<file path="src/rtl/qa_drv_tester_pkg.sv">
// Shared types, message layout and LFSR step for the multi-channel driver tester.
// Latency: n/a (types and pure functions only).
// Backpressure: n/a.
package qa_drv_tester_pkg;

  // Encoding of cmd_mode as seen on the command port.
  typedef enum logic [1:0] {
    MODE_NORMAL   = 2'd0,
    MODE_SINK     = 2'd1,
    MODE_SOURCE   = 2'd2,
    MODE_LOOPBACK = 2'd3
  } t_TESTER_MODE;

  typedef enum logic [2:0] {
    ST_NORMAL,
    ST_SINK,
    ST_SOURCE,
    ST_LOOPBACK,
    ST_SINK_CMPL
  } t_TESTER_STATE;

  localparam logic [31:0] LFSR_POLY = 32'h80200003;

  // Test message layout (low 64 bits; LFSR pattern repeats above bit 63).
  localparam int MSG_LAST_BIT = 0;
  localparam int MSG_CNT_LSB  = 1;
  localparam int MSG_CNT_MSB  = 31;
  localparam int MSG_LFSR_LSB = 32;
  localparam int MSG_LFSR_MSB = 63;
  localparam int MSG_ERR_LSB  = 32;
  localparam int MSG_ERR_MSB  = 47;

  // Galois right-shift step.
  function automatic logic [31:0] lfsr_next(input logic [31:0] cur);
    return (cur >> 1) ^ (cur[0] ? LFSR_POLY : 32'h0);
  endfunction

endpackage

</file>
<file path="src/rtl/qa_drv_tester_chan.sv">
// One tester channel: NORMAL pass-through, or SINK/SOURCE/LOOPBACK test with LFSR payload and stats.
// Latency: datapath fully combinational; state/stats update on the edge after a beat.
// Backpressure: beats need rdy && enable; client side sees rdy = 0 while a test runs.
// Ports: cmd_load/cmd_mode/cmd_count load a test; rx_fifo_*/tx_fifo_* face the client,
//        rx_*/tx_* face the driver; test_active/test_done/stat_* report progress.
module qa_drv_tester_chan
  import qa_drv_tester_pkg::*;
#(
  parameter int          UMF_WIDTH = 128,
  parameter int          COUNT_W   = 31,
  parameter logic [31:0] SEED      = 32'h1
) (
  input  logic                 clk,
  input  logic                 reset,
  input  logic                 cmd_load,
  input  t_TESTER_MODE         cmd_mode,
  input  logic [COUNT_W-1:0]   cmd_count,
  input  logic                 user_en,
  output logic [UMF_WIDTH-1:0] rx_fifo_data,
  output logic                 rx_fifo_rdy,
  input  logic                 rx_fifo_enable,
  input  logic [UMF_WIDTH-1:0] tx_fifo_data,
  output logic                 tx_fifo_rdy,
  input  logic                 tx_fifo_enable,
  input  logic [UMF_WIDTH-1:0] rx_data,
  input  logic                 rx_rdy,
  output logic                 rx_enable,
  output logic [UMF_WIDTH-1:0] tx_data,
  input  logic                 tx_rdy,
  output logic                 tx_enable,
  output logic                 test_active,
  output logic                 test_done,
  output logic [31:0]          stat_beats,
  output logic [15:0]          stat_errors,
  output logic [31:0]          stat_cycles
);

  t_TESTER_STATE      state_q, state_d;
  logic [31:0]        lfsr_q, lfsr_d;
  logic [COUNT_W-1:0] count_q, count_d;
  logic [31:0]        beats_q, beats_d;
  logic [15:0]        errors_q, errors_d;
  logic [31:0]        cycles_q, cycles_d;
  logic               done_q, done_d;

  logic [UMF_WIDTH-1:0] src_msg;
  logic [UMF_WIDTH-1:0] cmpl_msg;
  logic [30:0]          cnt31;

  assign cnt31 = 31'(count_q);

  // SOURCE payload: last flag, remaining count, LFSR repeated over the upper field.
  always_comb begin
    src_msg = '0;
    for (int j = MSG_LFSR_LSB; j < UMF_WIDTH; j++) begin
      src_msg[j] = lfsr_q[j % 32];
    end
    src_msg[MSG_CNT_MSB:MSG_CNT_LSB] = cnt31;
    src_msg[MSG_LAST_BIT]            = (count_q == COUNT_W'(1));
  end

  // SINK completion report; bit0 forced so the receiver sees it as a last beat.
  always_comb begin
    cmpl_msg                          = '0;
    cmpl_msg[MSG_ERR_MSB:MSG_ERR_LSB] = errors_q;
    cmpl_msg[31:0]                    = beats_q | 32'h1;
  end

  always_comb begin
    rx_fifo_data = rx_data;
    rx_fifo_rdy  = rx_rdy;
    rx_enable    = rx_fifo_enable;
    tx_data      = tx_fifo_data;
    tx_enable    = tx_fifo_enable;
    tx_fifo_rdy  = tx_rdy & user_en;
    state_d      = state_q;
    lfsr_d       = lfsr_q;
    count_d      = count_q;
    beats_d      = beats_q;
    errors_d     = errors_q;
    cycles_d     = cycles_q;
    done_d       = 1'b0;

    if (state_q != ST_NORMAL) begin
      rx_fifo_rdy = 1'b0;
      tx_fifo_rdy = 1'b0;
      rx_enable   = 1'b0;
      tx_enable   = 1'b0;
      if (cycles_q != '1) cycles_d = cycles_q + 32'd1;
    end

    case (state_q)
      ST_SOURCE: begin
        rx_enable = rx_rdy;
        tx_data   = src_msg;
        // A zero count must not emit a beat even with tx_rdy high.
        tx_enable = tx_rdy & (count_q != '0);
        if (count_q == '0) begin
          state_d = ST_NORMAL;
          done_d  = 1'b1;
        end else if (tx_enable) begin
          count_d = count_q - COUNT_W'(1);
          beats_d = beats_q + 32'd1;
          lfsr_d  = lfsr_next(lfsr_q);
          if (count_q == COUNT_W'(1)) begin
            state_d = ST_NORMAL;
            done_d  = 1'b1;
          end
        end
      end
      ST_SINK: begin
        rx_enable = rx_rdy;
        if (rx_rdy) begin
          beats_d = beats_q + 32'd1;
          lfsr_d  = lfsr_next(lfsr_q);
          if (rx_data[MSG_LFSR_MSB:MSG_LFSR_LSB] != lfsr_q && errors_q != '1) begin
            errors_d = errors_q + 16'd1;
          end
          if (rx_data[MSG_LAST_BIT]) state_d = ST_SINK_CMPL;
        end
      end
      ST_SINK_CMPL: begin
        tx_data   = cmpl_msg;
        tx_enable = tx_rdy;
        if (tx_rdy) begin
          state_d = ST_NORMAL;
          done_d  = 1'b1;
        end
      end
      ST_LOOPBACK: begin
        rx_enable = rx_rdy & tx_rdy;
        tx_enable = rx_rdy & tx_rdy;
        tx_data   = rx_data;
        if (rx_rdy && tx_rdy) begin
          beats_d = beats_q + 32'd1;
          lfsr_d  = lfsr_next(lfsr_q);
          if (rx_data[MSG_LAST_BIT]) begin
            state_d = ST_NORMAL;
            done_d  = 1'b1;
          end
        end
      end
      default: ;
    endcase

    // A command overrides whatever the test was doing this cycle, including completion.
    if (cmd_load) begin
      case (cmd_mode)
        MODE_SINK:     state_d = ST_SINK;
        MODE_SOURCE:   state_d = ST_SOURCE;
        MODE_LOOPBACK: state_d = ST_LOOPBACK;
        default:       state_d = ST_NORMAL;
      endcase
      lfsr_d   = SEED;
      count_d  = cmd_count;
      beats_d  = '0;
      errors_d = '0;
      cycles_d = '0;
      done_d   = 1'b0;
    end
  end

  always_ff @(posedge clk) begin
    if (reset) begin
      state_q  <= ST_NORMAL;
      lfsr_q   <= SEED;
      count_q  <= '0;
      beats_q  <= '0;
      errors_q <= '0;
      cycles_q <= '0;
      done_q   <= 1'b0;
    end else begin
      state_q  <= state_d;
      lfsr_q   <= lfsr_d;
      count_q  <= count_d;
      beats_q  <= beats_d;
      errors_q <= errors_d;
      cycles_q <= cycles_d;
      done_q   <= done_d;
    end
  end

  assign test_active = (state_q != ST_NORMAL);
  assign test_done   = done_q;
  assign stat_beats  = beats_q;
  assign stat_errors = errors_q;
  assign stat_cycles = cycles_q;

endmodule

</file>
<file path="src/rtl/qa_drv_tester_mc.sv">
// Multi-channel driver tester: decodes per-channel commands and replicates the channel tester.
// Latency: zero-cycle datapath per channel; commands take effect on the next edge.
// Backpressure: per channel, rdy/enable handshake on both driver and client sides.
// Ports: cmd_* select channel and mode; all other buses are N_CHAN slices packed LSB-first
//        (channel i at [i*W +: W]).
module qa_drv_tester_mc
  import qa_drv_tester_pkg::*;
#(
  parameter int          UMF_WIDTH  = 128,
  parameter int          N_CHAN     = 2,
  parameter int          COUNT_W    = 31,
  parameter logic [31:0] LFSR_SEED  = 32'h1,
  localparam int         CHAN_IDX_W = (N_CHAN > 1) ? $clog2(N_CHAN) : 1
) (
  input  logic                          clk,
  input  logic                          reset,
  input  logic                          cmd_valid,
  input  logic [CHAN_IDX_W-1:0]         cmd_chan,
  input  logic [1:0]                    cmd_mode,
  input  logic [COUNT_W-1:0]            cmd_count,
  input  logic [N_CHAN-1:0]             user_en,
  output logic [N_CHAN*UMF_WIDTH-1:0]   rx_fifo_data,
  output logic [N_CHAN-1:0]             rx_fifo_rdy,
  input  logic [N_CHAN-1:0]             rx_fifo_enable,
  input  logic [N_CHAN*UMF_WIDTH-1:0]   tx_fifo_data,
  output logic [N_CHAN-1:0]             tx_fifo_rdy,
  input  logic [N_CHAN-1:0]             tx_fifo_enable,
  input  logic [N_CHAN*UMF_WIDTH-1:0]   rx_data,
  input  logic [N_CHAN-1:0]             rx_rdy,
  output logic [N_CHAN-1:0]             rx_enable,
  output logic [N_CHAN*UMF_WIDTH-1:0]   tx_data,
  input  logic [N_CHAN-1:0]             tx_rdy,
  output logic [N_CHAN-1:0]             tx_enable,
  output logic [N_CHAN-1:0]             test_active,
  output logic [N_CHAN-1:0]             test_done,
  output logic [N_CHAN*32-1:0]          stat_beats,
  output logic [N_CHAN*16-1:0]          stat_errors,
  output logic [N_CHAN*32-1:0]          stat_cycles
);

  genvar i;
  generate
    for (i = 0; i < N_CHAN; i++) begin : g_chan
      // Out-of-range channel numbers match no slice and are dropped.
      logic load;
      assign load = cmd_valid && (int'(cmd_chan) == i);

      qa_drv_tester_chan #(
        .UMF_WIDTH (UMF_WIDTH),
        .COUNT_W   (COUNT_W),
        .SEED      (LFSR_SEED ^ 32'(i))
      ) u_chan (
        .clk            (clk),
        .reset          (reset),
        .cmd_load       (load),
        .cmd_mode       (t_TESTER_MODE'(cmd_mode)),
        .cmd_count      (cmd_count),
        .user_en        (user_en[i]),
        .rx_fifo_data   (rx_fifo_data[i*UMF_WIDTH +: UMF_WIDTH]),
        .rx_fifo_rdy    (rx_fifo_rdy[i]),
        .rx_fifo_enable (rx_fifo_enable[i]),
        .tx_fifo_data   (tx_fifo_data[i*UMF_WIDTH +: UMF_WIDTH]),
        .tx_fifo_rdy    (tx_fifo_rdy[i]),
        .tx_fifo_enable (tx_fifo_enable[i]),
        .rx_data        (rx_data[i*UMF_WIDTH +: UMF_WIDTH]),
        .rx_rdy         (rx_rdy[i]),
        .rx_enable      (rx_enable[i]),
        .tx_data        (tx_data[i*UMF_WIDTH +: UMF_WIDTH]),
        .tx_rdy         (tx_rdy[i]),
        .tx_enable      (tx_enable[i]),
        .test_active    (test_active[i]),
        .test_done      (test_done[i]),
        .stat_beats     (stat_beats[i*32 +: 32]),
        .stat_errors    (stat_errors[i*16 +: 16]),
        .stat_cycles    (stat_cycles[i*32 +: 32])
      );
    end
  endgenerate

endmodule

</file>
<file path="config.mk">
export PLATFORM = sky130hd
export DESIGN_NAME = qa_drv_tester_mc
export DESIGN_NICKNAME = d
export VERILOG_FILES = /design/src/rtl/qa_drv_tester_pkg.sv /design/src/rtl/qa_drv_tester_chan.sv /design/src/rtl/qa_drv_tester_mc.sv
export SDC_FILE = /design/constraint.sdc
export NUM_CORES = 1
export LEC_CHECK = 0
export CELL_PAD_IN_SITES_DETAIL_PLACEMENT = 0
export CELL_PAD_IN_SITES_GLOBAL_PLACEMENT = 1
export CORE_AREA = 4 4 480 482
export DETAILED_ROUTE_END_ITERATION = 10
export DIE_AREA = 0 0 484 486
export PLACE_DENSITY_LB_ADDON = 0.1
export SLEW_MARGIN = 20
export SYNTH_ARGS = -nofsm -noshare
export SYNTH_HDL_FRONTEND = slang
export SYNTH_SLANG_ARGS = --single-unit
</file>
<file path="constraint.sdc">
create_clock -name clk -period 3.85 [get_ports clk]
set_input_delay 0.9625 -clock clk [delete_from_list [all_inputs] [get_ports clk]]
set_output_delay 0.9625 -clock clk [all_outputs]
set_load 0.03 [all_outputs]
</file>
Word level (Yosys, flattened, before mapping)
Index checks and enable logic that the tools add are counted.
- register bits: 294
- latch bits: 0
- bits in writable memories: 0
- memory bits (read-only): 0
- input bits: 559
- output and inout port bits: 684
- word-level logic and storage cells: 187
- memories kept: 0
- add/sub/neg operators: 8
- multiply operators: 0
- divide/modulo/power cells: 0
- order comparisons: 0
- equal/unequal tests: 43
- shift operators: 0
- multiplexer cells: 79
- bitwise gates (word level): 9
- reduce and logical (&&, ||, !) cells: 34
- operators by type and width (kind ; number):
    128-bit one-hot mux with 3 select lines ; 2
    32-bit two-way mux ; 18
    32-bit one-hot mux with 3 select lines ; 4
    31-bit two-way mux ; 8
    32-bit by 1-bit adder with 32-bit output (second input constant) ; 4
    32-bit inequality test ; 2
    32-bit inequality test (second input constant) ; 2
    31-bit by 32-bit bitwise XOR with 32-bit output ; 2
    31-bit by 1-bit equality test with 1-bit output (second input constant) ; 2
    31-bit logical NOT ; 2
    31-bit nonzero test ; 2
    31-bit by 1-bit subtractor with 31-bit output (second input constant) ; 2
    3-bit two-way mux ; 18
    16-bit by 1-bit adder with 16-bit output (second input constant) ; 2
    16-bit inequality test (second input constant) ; 2
    3-bit inequality test (second input constant) ; 8
    3-bit one-hot mux with 4 select lines ; 2
    1-bit two-way mux ; 20
    4-bit by 2-bit inequality test with 1-bit output (second input constant) ; 4
    8-bit AND reduction ; 2
    3-bit by 2-bit equality test with 1-bit output (second input constant) ; 4
    2-bit inequality test (second input constant) ; 6
    1-bit one-hot mux with 3 select lines ; 4
    3-bit AND reduction ; 4
    17 further kinds ; 47

Longest topological paths before layout
Gate-level depths: netlist of the first run.
- word-level depth: 6
- depth in mapped cells: 10
- gate-level depth less buffers: 8

Hierarchy
A second synthesis of the first run with hierarchy kept.
- cell total of the unflattened synthesis: 3411
- area total of the unflattened synthesis: 23885.4 sq um
- modules (own cells, without submodules) (module ; instances ; cells an instance ; area each (sq um) ; seq. area each (sq um)):
    qa_drv_tester_chan (g_chan[1].u_chan) ; 1 ; 1702 ; 11956.5 ; 2942.8
    qa_drv_tester_chan (g_chan[0].u_chan) ; 1 ; 1707 ; 11912.7 ; 2942.8
    qa_drv_tester_mc ; 1 ; 2 ; 16.3 ; 0.0

Least setup slack after synthesis of the first run
No wires, ideal clock.
- kind: register to output
- from: reg g_chan[0].u_chan.state_q[0]
- to: out tx_data[13]
- arrival: 2.334 ns
- data required time: 2.888 ns
- path slack: 0.553 ns
- cell stages (with the launch flop): 6
- buffers on the path: 3
- cell sequence: dfxtp_1 -> clkbuf_1 -> buf_1 -> buf_1 -> mux2i_1 -> a221oi_1
- longest elaborated chain between the ends: 2
- elaborated cells between the ends (all ways): 4
- those cells by class: eq/ne (3); mux (1)
- ends and longest elaborated chain (what ; line ; text):
    from (decl) ; qa_drv_tester_chan.sv:38 ; t_TESTER_STATE state_q, state_d;
    from (signal assigned) ; qa_drv_tester_chan.sv:173 ; state_q <= state_d;
    3-bit by 2-bit equality test with 1-bit output or 3-bit equality test (tied branches) ; qa_drv_tester_chan.sv:92 ; case (state_q)
    128-bit one-hot mux with 3 select lines (*) ; qa_drv_tester_chan.sv:92 ;
    to (decl) ; qa_drv_tester_mc.sv:31 ; output logic [N_CHAN*UMF_WIDTH-1:0] tx_data,
Mark *: on every way between the ends. The rest lies on a longest branch, timed or not.

Final worst setup path of the first run
- from: reg g_chan[1].u_chan.count_q[19]
- to: out tx_data[128]
- longest elaborated chain between the ends: 2
- ends and longest elaborated chain (what ; line ; text):
    from (decl) ; qa_drv_tester_chan.sv:40 ; logic [COUNT_W-1:0] count_q, count_d;
    from (signal assigned) ; qa_drv_tester_chan.sv:175 ; count_q <= count_d;
    31-bit by 1-bit equality test with 1-bit output ; qa_drv_tester_chan.sv:59 ; src_msg[MSG_LAST_BIT] = (count_q == COUNT_W'(1));
    128-bit one-hot mux with 3 select lines ; qa_drv_tester_chan.sv:92 ;
No other way between the ends.

==> impl_metrics.sql, run 1 <==
INSERT INTO impl_metrics (metric_group, metric, value, unit) VALUES
('status', 'status', 'finished, final reports clean', ''),
('sta', 'totalNegativeSetupSlack', '0', 'ns'),
('worst_setup_path', 'critPathMaxStageDelay', '0.60', 'ns'),
('global_routing', 'antenna_found_initial', '61', ''),
('worst_setup_path', 'timing.reg2reg.worst_path_depth', '9', ''),
('place', 'gp_routability_congestion', '0.777', ''),
('yosys', 'synth.avg_cell_area', '6.99', 'um^2'),
('sta', 'hold_violations', '0', ''),
('sta', 'report.final.slew_viol_count', '0', ''),
('die', 'io_pins', '1243', ''),
('layout', 'util_after_layout', '18.1', '%'),
('worst_setup_path', 'setup.worst_path.end_class', 'output pin', ''),
('route', 'final_antenna_net_count', '0', ''),
('global_routing', 'grtUsageMet2', '29.1', '%'),
('worst_setup_path', 'worstSetupStartpoint', 'g_chan[1].u_chan.cnt31[19]$_SDFFE_PP0P_', ''),
('flow_run', 'drv_cap', '0', ''),
('yosys', 'synth_flop_type', 'sky130_fd_sc_hd__dfxtp_1', ''),
('layout', 'flow.area_growth_from_synthesis', '73.3', '%'),
('clock_network', 'clock_sink_count', '294', ''),
('clock_network', 'cts-htree-levels', '2', ''),
('sta', 'final_worst_path_period_share', '96.5', '%'),
('sta', 'setup_violations', '0', ''),
('worst_setup_path', 'crit_path_cell_count', '7', ''),
('worst_setup_path', 'critPathCapture', 'tx_data[128]', ''),
('yosys', 'synthesis.nets', '3950', ''),
('power', 'p_total', '12.0', 'mW'),
('die', 'coreArea', '0.226', 'mm^2'),
('clock_network', 'root_buffer', 'sky130_fd_sc_hd__clkbuf_16', ''),
('die', 'initial_core_util', '10.4', '%'),
('clock_network', 'cts_tree', 'done', ''),
('hold_path', 'worstHoldPathType', 'reg2reg', ''),
('die', 'die-area', '0.235', 'mm^2'),
('route', 'wirelength', '209', 'mm'),
('global_routing', 'grt_util_all_layers', '16.9', '%'),
('route', 'detailroute.via_count', '29000', ''),
('worst_setup_path', 'worstPathArrival', '2.75', 'ns'),
('clock_network', 'hold_buffers', '0', ''),
('route', 'remaining_drc_errors', '0', ''),
('global_routing', 'groute.layer.met3.usage', '4.32', '%'),
('yosys', 'netlist-cell-type-count', '71', ''),
('place', 'dp_hpwl', '172', 'mm'),
('global_routing', 'groute.layer.met1.usage', '20.7', '%'),
('worst_setup_path', 'crit_path_top_delay_cell', 'sky130_fd_sc_hd__or4_4', ''),
('global_routing', 'grt_max_degree', '90', ''),
('global_routing', 'first_global_vias', '29600', ''),
('power', 'ir_worst_vdd', '0.322', 'mV'),
('sta', 'finalCriticalPeriod', '3.72', 'ns'),
('clock_network', 'cts.clk_slew.worst_paths', '0.06', 'ns'),
('worst_setup_path', 'critical_path_required', '2.89', 'ns'),
('worst_setup_path', 'cp-start-kind', 'flop', ''),
('worst_setup_path', 'critPathTopFamily', 'simple AND/OR/NAND/NOR gates', ''),
('place', 'place.port_buffers', '1242', ''),
('yosys', 'netlist_area', '0.0236', 'mm^2'),
('clock_network', 'clk-insertion-delay-late', '0.65', 'ns'),
('layout', 'drive_gt1_share', '13.4', '%'),
('die', 'die-width', '484', 'um'),
('die', 'die-height', '486', 'um'),
('yosys', 'seq_area_frac_synth', '24.9', '%'),
('worst_setup_path', 'ff2ff_setup_slack', '0.78', 'ns'),
('power', 'leakagePower', '14.4', 'nW'),
('worst_setup_path', 'cell_breakdown_of_the_critical_path', 'or4_4, nor3_4, and4b_2, and3b_2, a21oi_2, o221ai_2, buf_12', ''),
('sta', 'fmax', '269', 'MHz'),
('yosys', 'netlist.top_cell.by_area', 'sky130_fd_sc_hd__dfxtp_1', ''),
('yosys', 'synth-warning-count', '0', ''),
('sta', 'max-slew-margin-rel', '40.2', '%'),
('route', 'drt-wirelength-per-cell', '28.4', 'um'),
('power', 'cellPowerDensity', '293', 'mW/mm^2'),
('yosys', 'synth_enable_flop_cells', '0', ''),
('yosys', 'yosys_register_bits', '294', ''),
('layout', 'finalNetCount', '4884', ''),
('worst_setup_path', 'critical_path_class', 'reg2out', '');
==> cell families after synthesis <==
family	Yosys count	synth area share, %
AOI/OAI and AO/OA	909	24.2
xor gates and xnor gates	217	8.04
adders and majority gates	10	0.529
buffers and inverters	698	15.4
DFF	294	24.9
muxes	97	4.11
and+or+nand+nor	1156	22.8
==> per-stage QoR <==
stage	worst slack (ns)	hold WS [ns]	area, um^2	cells
after floorplan	0.553	0.469	23600	3381
after global placement	-0.0120	0.495	39200	7273
after detailed placement	0.00790	0.498	39200	7273
after CTS	-0.0363	0.508	40900	7357
after global routing	0.000849	0.528	41000	7374
final	0.134	0.504	41000	7380
==> Yosys cell counts, drive strengths merged, types with 5 or more instances <==
master   count
or3         59
nor4b        7
a311oi      10
o21ai       60
mux2i       97
nor4        55
a21oi      442
inv        198
o22ai      163
a221o       65
o221a       22
or2         11
o2111ai      8
dfxtp      294
and2        10
and3        16
a2111oi     18
xnor2      108
and4        17
xor2       109
nand2      321
or4         23
o221ai       6
nand2b       8
nor2b        6
clkbuf     194
o211ai      17
buf        306
a211oi      65
nand3       60
nor2       437
nand4       54
nor3        52
a21boi       5
nor3b        5
o31ai        7
ha          10
==> layout make-up <==
| type | instances | area [um^2] |
|---|---|---|
| Antenna cell | 21 | 52.6 |
| Clock buffer | 68 | 1390 |
| Clock inverter | 15 | 195 |
| Fill cell | 25800 | 185000 |
| Inverter | 198 | 746 |
| Multi-Input combinational cell | 2389 | 14400 |
| Sequential cell | 294 | 5920 |
| Tap cell | 3009 | 3760 |
| Timing Repair Buffer | 1386 | 14600 |
==> cell usage in the layout, fill, tap and decap left out, drive strengths merged, types with 7 or more instances in the layout <==
cell           count
clkdlybuf4s50    984
a21oi            442
nor2             437
buf              402
nand2            321
dfxtp            294
inv              198
o22ai            163
xor2             109
xnor2            108
mux2i             97
clkbuf            68
a221o             65
a211oi            65
nand3             60
o21ai             60
or3               59
nor4              55
nand4             54
nor3              52
or4               23
o221a             22
diode             21
a2111oi           18
o211ai            17
and4              17
and3              16
or2               11
clkinv            11
a311oi            10
and2              10
ha                10
o2111ai            8
nand2b             8
o31ai              7
nor4b              7
==> sequential cells by signal, summed over array words and instances (netlist names) <==
| signal | count |
|---|---|
| g_chan.u_chan.stat_errors | 32 |
| g_chan.u_chan.cnt31 | 62 |
| g_chan.u_chan.state_q | 6 |
| g_chan.u_chan.stat_beats | 64 |
| g_chan.u_chan.stat_cycles | 64 |
| g_chan.u_chan.lfsr_q | 64 |
| g_chan.u_chan.test_done | 2 |
==> where the power goes <==
part	internal (mW)	switching (mW)	leakage (nW)
registers	3.10	0.129	2.39
clock network	2.64	1.83	0.772
logic	1.83	2.47	11.2
==> layer usage <==
layer | wire, um | vias up
li1 | - | 13600
met1 | 88500 | 14100
met2 | 103000 | 1034
met3 | 13100 | 169
met4 | 4290 | 18
met5 | 107 | -
==> how the worst min path moves through the flow <==
stage	endpoint	slack (ns)	from	cells after the start
6_report	g_chan[0].u_chan.lfsr_q[2]$_SDFFE_PP0P_	0.50	g_chan[0].u_chan.lfsr_q[3]$_SDFFE_PP0P_	2
5_1_grt	g_chan[0].u_chan.lfsr_q[5]$_SDFFE_PP0P_	0.53	g_chan[0].u_chan.lfsr_q[6]$_SDFFE_PP0P_	2
4_1_cts	g_chan[0].u_chan.lfsr_q[2]$_SDFFE_PP0P_	0.51	g_chan[0].u_chan.lfsr_q[3]$_SDFFE_PP0P_	2
3_5_place_dp	g_chan[0].u_chan.lfsr_q[2]$_SDFFE_PP0P_	0.50	g_chan[0].u_chan.lfsr_q[3]$_SDFFE_PP0P_	2
3_3_place_gp	g_chan[0].u_chan.stat_cycles[1]$_SDFFE_PP0P_	0.50	g_chan[0].u_chan.stat_cycles[1]$_SDFFE_PP0P_	2
2_1_floorplan	g_chan[1].u_chan.lfsr_q[16]$_SDFFE_PP0P_	0.47	g_chan[1].u_chan.lfsr_q[16]$_SDFFE_PP0P_	2
==> worst register-to-register path: stages (launching register included) <==
cell and delay, ns:
sky130_fd_sc_hd__dfxtp_1 0.54, sky130_fd_sc_hd__inv_1 0.08, sky130_fd_sc_hd__ha_1 0.29, sky130_fd_sc_hd__nor4b_2 0.20, sky130_fd_sc_hd__and4_1 0.26, sky130_fd_sc_hd__a21oi_1 0.47, sky130_fd_sc_hd__buf_4 0.23, sky130_fd_sc_hd__o2111ai_2 0.34
sky130_fd_sc_hd__or3_1 0.43, sky130_fd_sc_hd__a21oi_1 0.15
==> what timing repair did <==
action | CTS | global route
setup buffers | 1 | 2
pin swaps | 7 | 8
gates resized for setup | 28 | 11
endpoints found under the setup margin | 31 | 5
hold endpoints to repair | 0 | 0
Power figures use the tool's default switching activity.
==> run 2, diff against run 1 <==
TNS_END_PERCENT = 10   (was unset)
==> impl_metrics.sql, run 2 (synthesis gave the netlist of run 1 again) <==
INSERT INTO impl_metrics (metric_group, metric, value, unit) VALUES
('worst_setup_path', 'crit-reg2reg-launch', 'g_chan[1].u_chan.cnt31[0]$_SDFFE_PP0P_', ''),
('worst_setup_path', 'timing.reg2reg.worst_path_depth', '9', ''),
('worst_setup_path', 'ff2ff_setup_slack', '0.79', 'ns'),
('global_routing', 'grt_util_all_layers', '16.9', '%'),
('layout', 'final.fill_count', '25800', ''),
('die', 'die-width', '484', 'um'),
('route', 'detailroute.via_count', '28900', ''),
('worst_setup_path', 'cp-start-kind', 'flop', ''),
('global_routing', 'grt_pass1_wl', '276', 'mm'),
('global_routing', 'antenna_found_initial', '61', ''),
('place', 'placement.cell_area', '0.0392', 'mm^2'),
('hold_path', 'worstHoldPathType', 'reg2reg', ''),
('sta', 'setup_violations', '0', ''),
('route', 'drt-vias-per-instance', '3.92', ''),
('route', 'drt-wirelength-per-cell', '28.4', 'um'),
('power', 'cellPowerDensity', '293', 'mW/mm^2'),
('power', 'leakagePower', '14.4', 'nW'),
('route', 'final_antenna_net_count', '0', ''),
('power', 'pwr-share-seq', '26.9', '%'),
('clock_network', 'clk-insertion-delay-late', '0.65', 'ns'),
('sta', 'max-slew-margin-rel', '40.4', '%'),
('die', 'coreArea', '0.226', 'mm^2'),
('die', 'die-area', '0.235', 'mm^2'),
('place', 'dp.cells', '7273', ''),
('sta', 'fin_skew', '0.0613', 'ns'),
('power', 'sw_frac_of_total', '36.9', '%'),
('clock_network', 'root_buffer', 'sky130_fd_sc_hd__clkbuf_16', ''),
('worst_setup_path', 'critical_path_class', 'reg2out', ''),
('die', 'io_pins', '1243', ''),
('sta', 'hold_violations', '0', ''),
('clock_network', 'cts-htree-levels', '2', ''),
('clock_network', 'cts.clk_slew.worst_paths', '0.06', 'ns'),
('layout', 'drive_gt1_share', '13.3', '%'),
('die', 'initial_core_util', '10.4', '%'),
('power', 'total_switching_power', '4.42', 'mW'),
('sta', 'grt_setup_unrepaired', 'yes', ''),
('worst_setup_path', 'setup.worst_path.end_class', 'output pin', ''),
('clock_network', 'clock_sink_count', '294', ''),
('worst_setup_path', 'worstPathArrival', '2.76', 'ns'),
('sta', 'report.final.slew_viol_count', '0', ''),
('global_routing', 'grt-ovfl-total', '0', ''),
('flow_run', 'drv_cap', '0', ''),
('die', 'fp-row-count', '175', ''),
('layout', 'number_of_standard_cells_in_the_layout_taps_in_and_fillers_out', '7381', ''),
('layout', 'mostFrequentLayoutCell', 'sky130_fd_sc_hd__clkdlybuf4s50_1', ''),
('route', 'drt-pass1-iter-count', '5', ''),
('hold_path', 'min_from', 'g_chan[0].u_chan.lfsr_q[3]$_SDFFE_PP0P_', ''),
('layout', 'flow.area_growth_from_synthesis', '73.2', '%'),
('sta', 'fmax', '269', 'MHz'),
('sta', 'final_worst_path_period_share', '96.6', '%'),
('clock_network', 'tritoncts_buffers', '46', ''),
('layout', 'final_cell_mix', 'sky130_fd_sc_hd__clkdlybuf4s50_1, sky130_fd_sc_hd__a21oi_1, sky130_fd_sc_hd__nor2_1', ''),
('worst_setup_path', 'crit_path_max_fanout', '5', ''),
('place', 'dp_hpwl', '172', 'mm'),
('hold_path', 'hold_depth', '2', ''),
('sta', 'worst_slew_pin_slew', '0.890', 'ns'),
('power', 'ir_worst_vdd', '0.322', 'mV'),
('clock_network', 'cts_tree', 'done', ''),
('route', 'remaining_drc_errors', '0', ''),
('worst_setup_path', 'timing.rr.end', 'g_chan[1].u_chan.stat_beats[25]$_SDFFE_PP0P_', ''),
('route', 'dr.first_iter.drc_count', '1680', ''),
('power', 'power_frac_clock', '37.3', '%'),
('status', 'status', 'finished, final reports clean', ''),
('layout', 'multi_input_area', '0.0143', 'mm^2'),
('layout', 'finalNetCount', '4882', ''),
('global_routing', 'grt_max_degree', '90', ''),
('power', 'combPwrFrac', '35.8', '%'),
('route', 'wirelength', '209', 'mm'),
('power', 'cellInternalPower', '7.56', 'mW'),
('place', 'gp_routability_congestion', '0.777', ''),
('clock_network', 'cts.path.max_buffers', '3', ''),
('layout', 'area.sequential', '0.00591', 'mm^2'),
('place', 'place.port_buffers', '1242', ''),
('hold_path', 'worstHoldEndpoint', 'g_chan[0].u_chan.lfsr_q[2]$_SDFFE_PP0P_', ''),
('global_routing', 'first_global_vias', '29600', ''),
('die', 'die-height', '486', 'um'),
('worst_setup_path', 'critical_path_required', '2.89', 'ns'),
('sta', 'finalCriticalPeriod', '3.72', 'ns'),
('clock_network', 'hold_buffers', '0', ''),
('layout', 'design_area', '0.0410', 'mm^2');
-- run 2: changes by cell type in the layout (fill, tap and decap cells not counted), sizes merged --
cell / delta
buf: -2
diode: +3
-- run 2: layout make-up --
type                       instances  area share, %
antenna                           24          0.147
tap                             3009           9.19
multi-input combinational       2389           35.0
inverter                         198           1.82
sequential                       294           14.4
clock inverter                    15          0.477
timing repair buffer            1384           35.5
clock buffer                      68           3.38
-- run 2: through the flow --
stage | total power [mW] | util, % | setup WS, ns | hold slack [ns] | setup TNS (ns)
6_report | 12.0 | 18.1 | 0.129 | 0.504 | 0
5_1_grt | 12.6 | 18.1 | -0.0140 | 0.528 | -0.0226
4_1_cts | 12.3 | 18.1 | -0.0363 | 0.508 | -0.0405
3_5_place_dp | 7.63 | 17.3 | 0.00790 | 0.498 | 0
3_3_place_gp | 7.65 | 17.3 | -0.0120 | 0.495 | -0.0481
2_1_floorplan | 5.20 | - | 0.553 | 0.469 | 0
-- run 2: critical path, stage by stage (launching register included) --
cell	delay [ns]
sky130_fd_sc_hd__dfxtp_1	0.38
sky130_fd_sc_hd__or4_4	0.62
sky130_fd_sc_hd__nor4_4	0.29
sky130_fd_sc_hd__and3_1	0.23
sky130_fd_sc_hd__nand4_1	0.15
sky130_fd_sc_hd__a31oi_2	0.27
sky130_fd_sc_hd__buf_12	0.16
-- run 2: layer usage --
| metal | track usage, % | vias to the layer above | part of all wire, % |
|---|---|---|---|
| li1 | - | 13600 | - |
| met1 | 20.7 | 14100 | 42 |
| met2 | 29.1 | 1035 | 49 |
| met3 | 4.32 | 167 | 6.3 |
| met4 | 4.54 | 18 | 2.0 |
| met5 | 0 | - | 0.055 |
-- run 2: worst max-delay path by stage --
stage / start / end / slack [ns]
detailed placement: rx_data[161] / g_chan[1].u_chan.stat_errors[5]$_SDFFE_PP0P_ / 0.008
global route: g_chan[1].u_chan.state_q[0]$_SDFFE_PP0P_ / tx_data[130] / -0.01
finish: g_chan[0].u_chan.cnt31[10]$_SDFFE_PP0P_ / tx_data[0] / 0.13
CTS: g_chan[1].u_chan.cnt31[21]$_SDFFE_PP0P_ / tx_data[128] / -0.04
global placement: rx_data[161] / g_chan[1].u_chan.stat_errors[5]$_SDFFE_PP0P_ / -0.01
floorplan: g_chan[0].u_chan.state_q[0]$_SDFFE_PP0P_ / tx_data[13] / 0.55
-- run 2: what timing repair did --
item	in CTS	in global routing
resized for setup	28	4
endpoints found under the setup margin	31	5
setup buffers	1	0
pin swaps	7	2
gates cloned	0	0
-- run 2: power by group through the flow --
stage | clock network, mW | registers, mW | logic, mW
5_1_grt | 4.80 | 3.24 | 4.53
3_3_place_gp | 0 | 3.29 | 4.36
2_1_floorplan | 0 | 3.23 | 1.98
4_1_cts | 4.73 | 3.23 | 4.38
3_5_place_dp | 0 | 3.29 | 4.34
6_report | 4.47 | 3.23 | 4.29
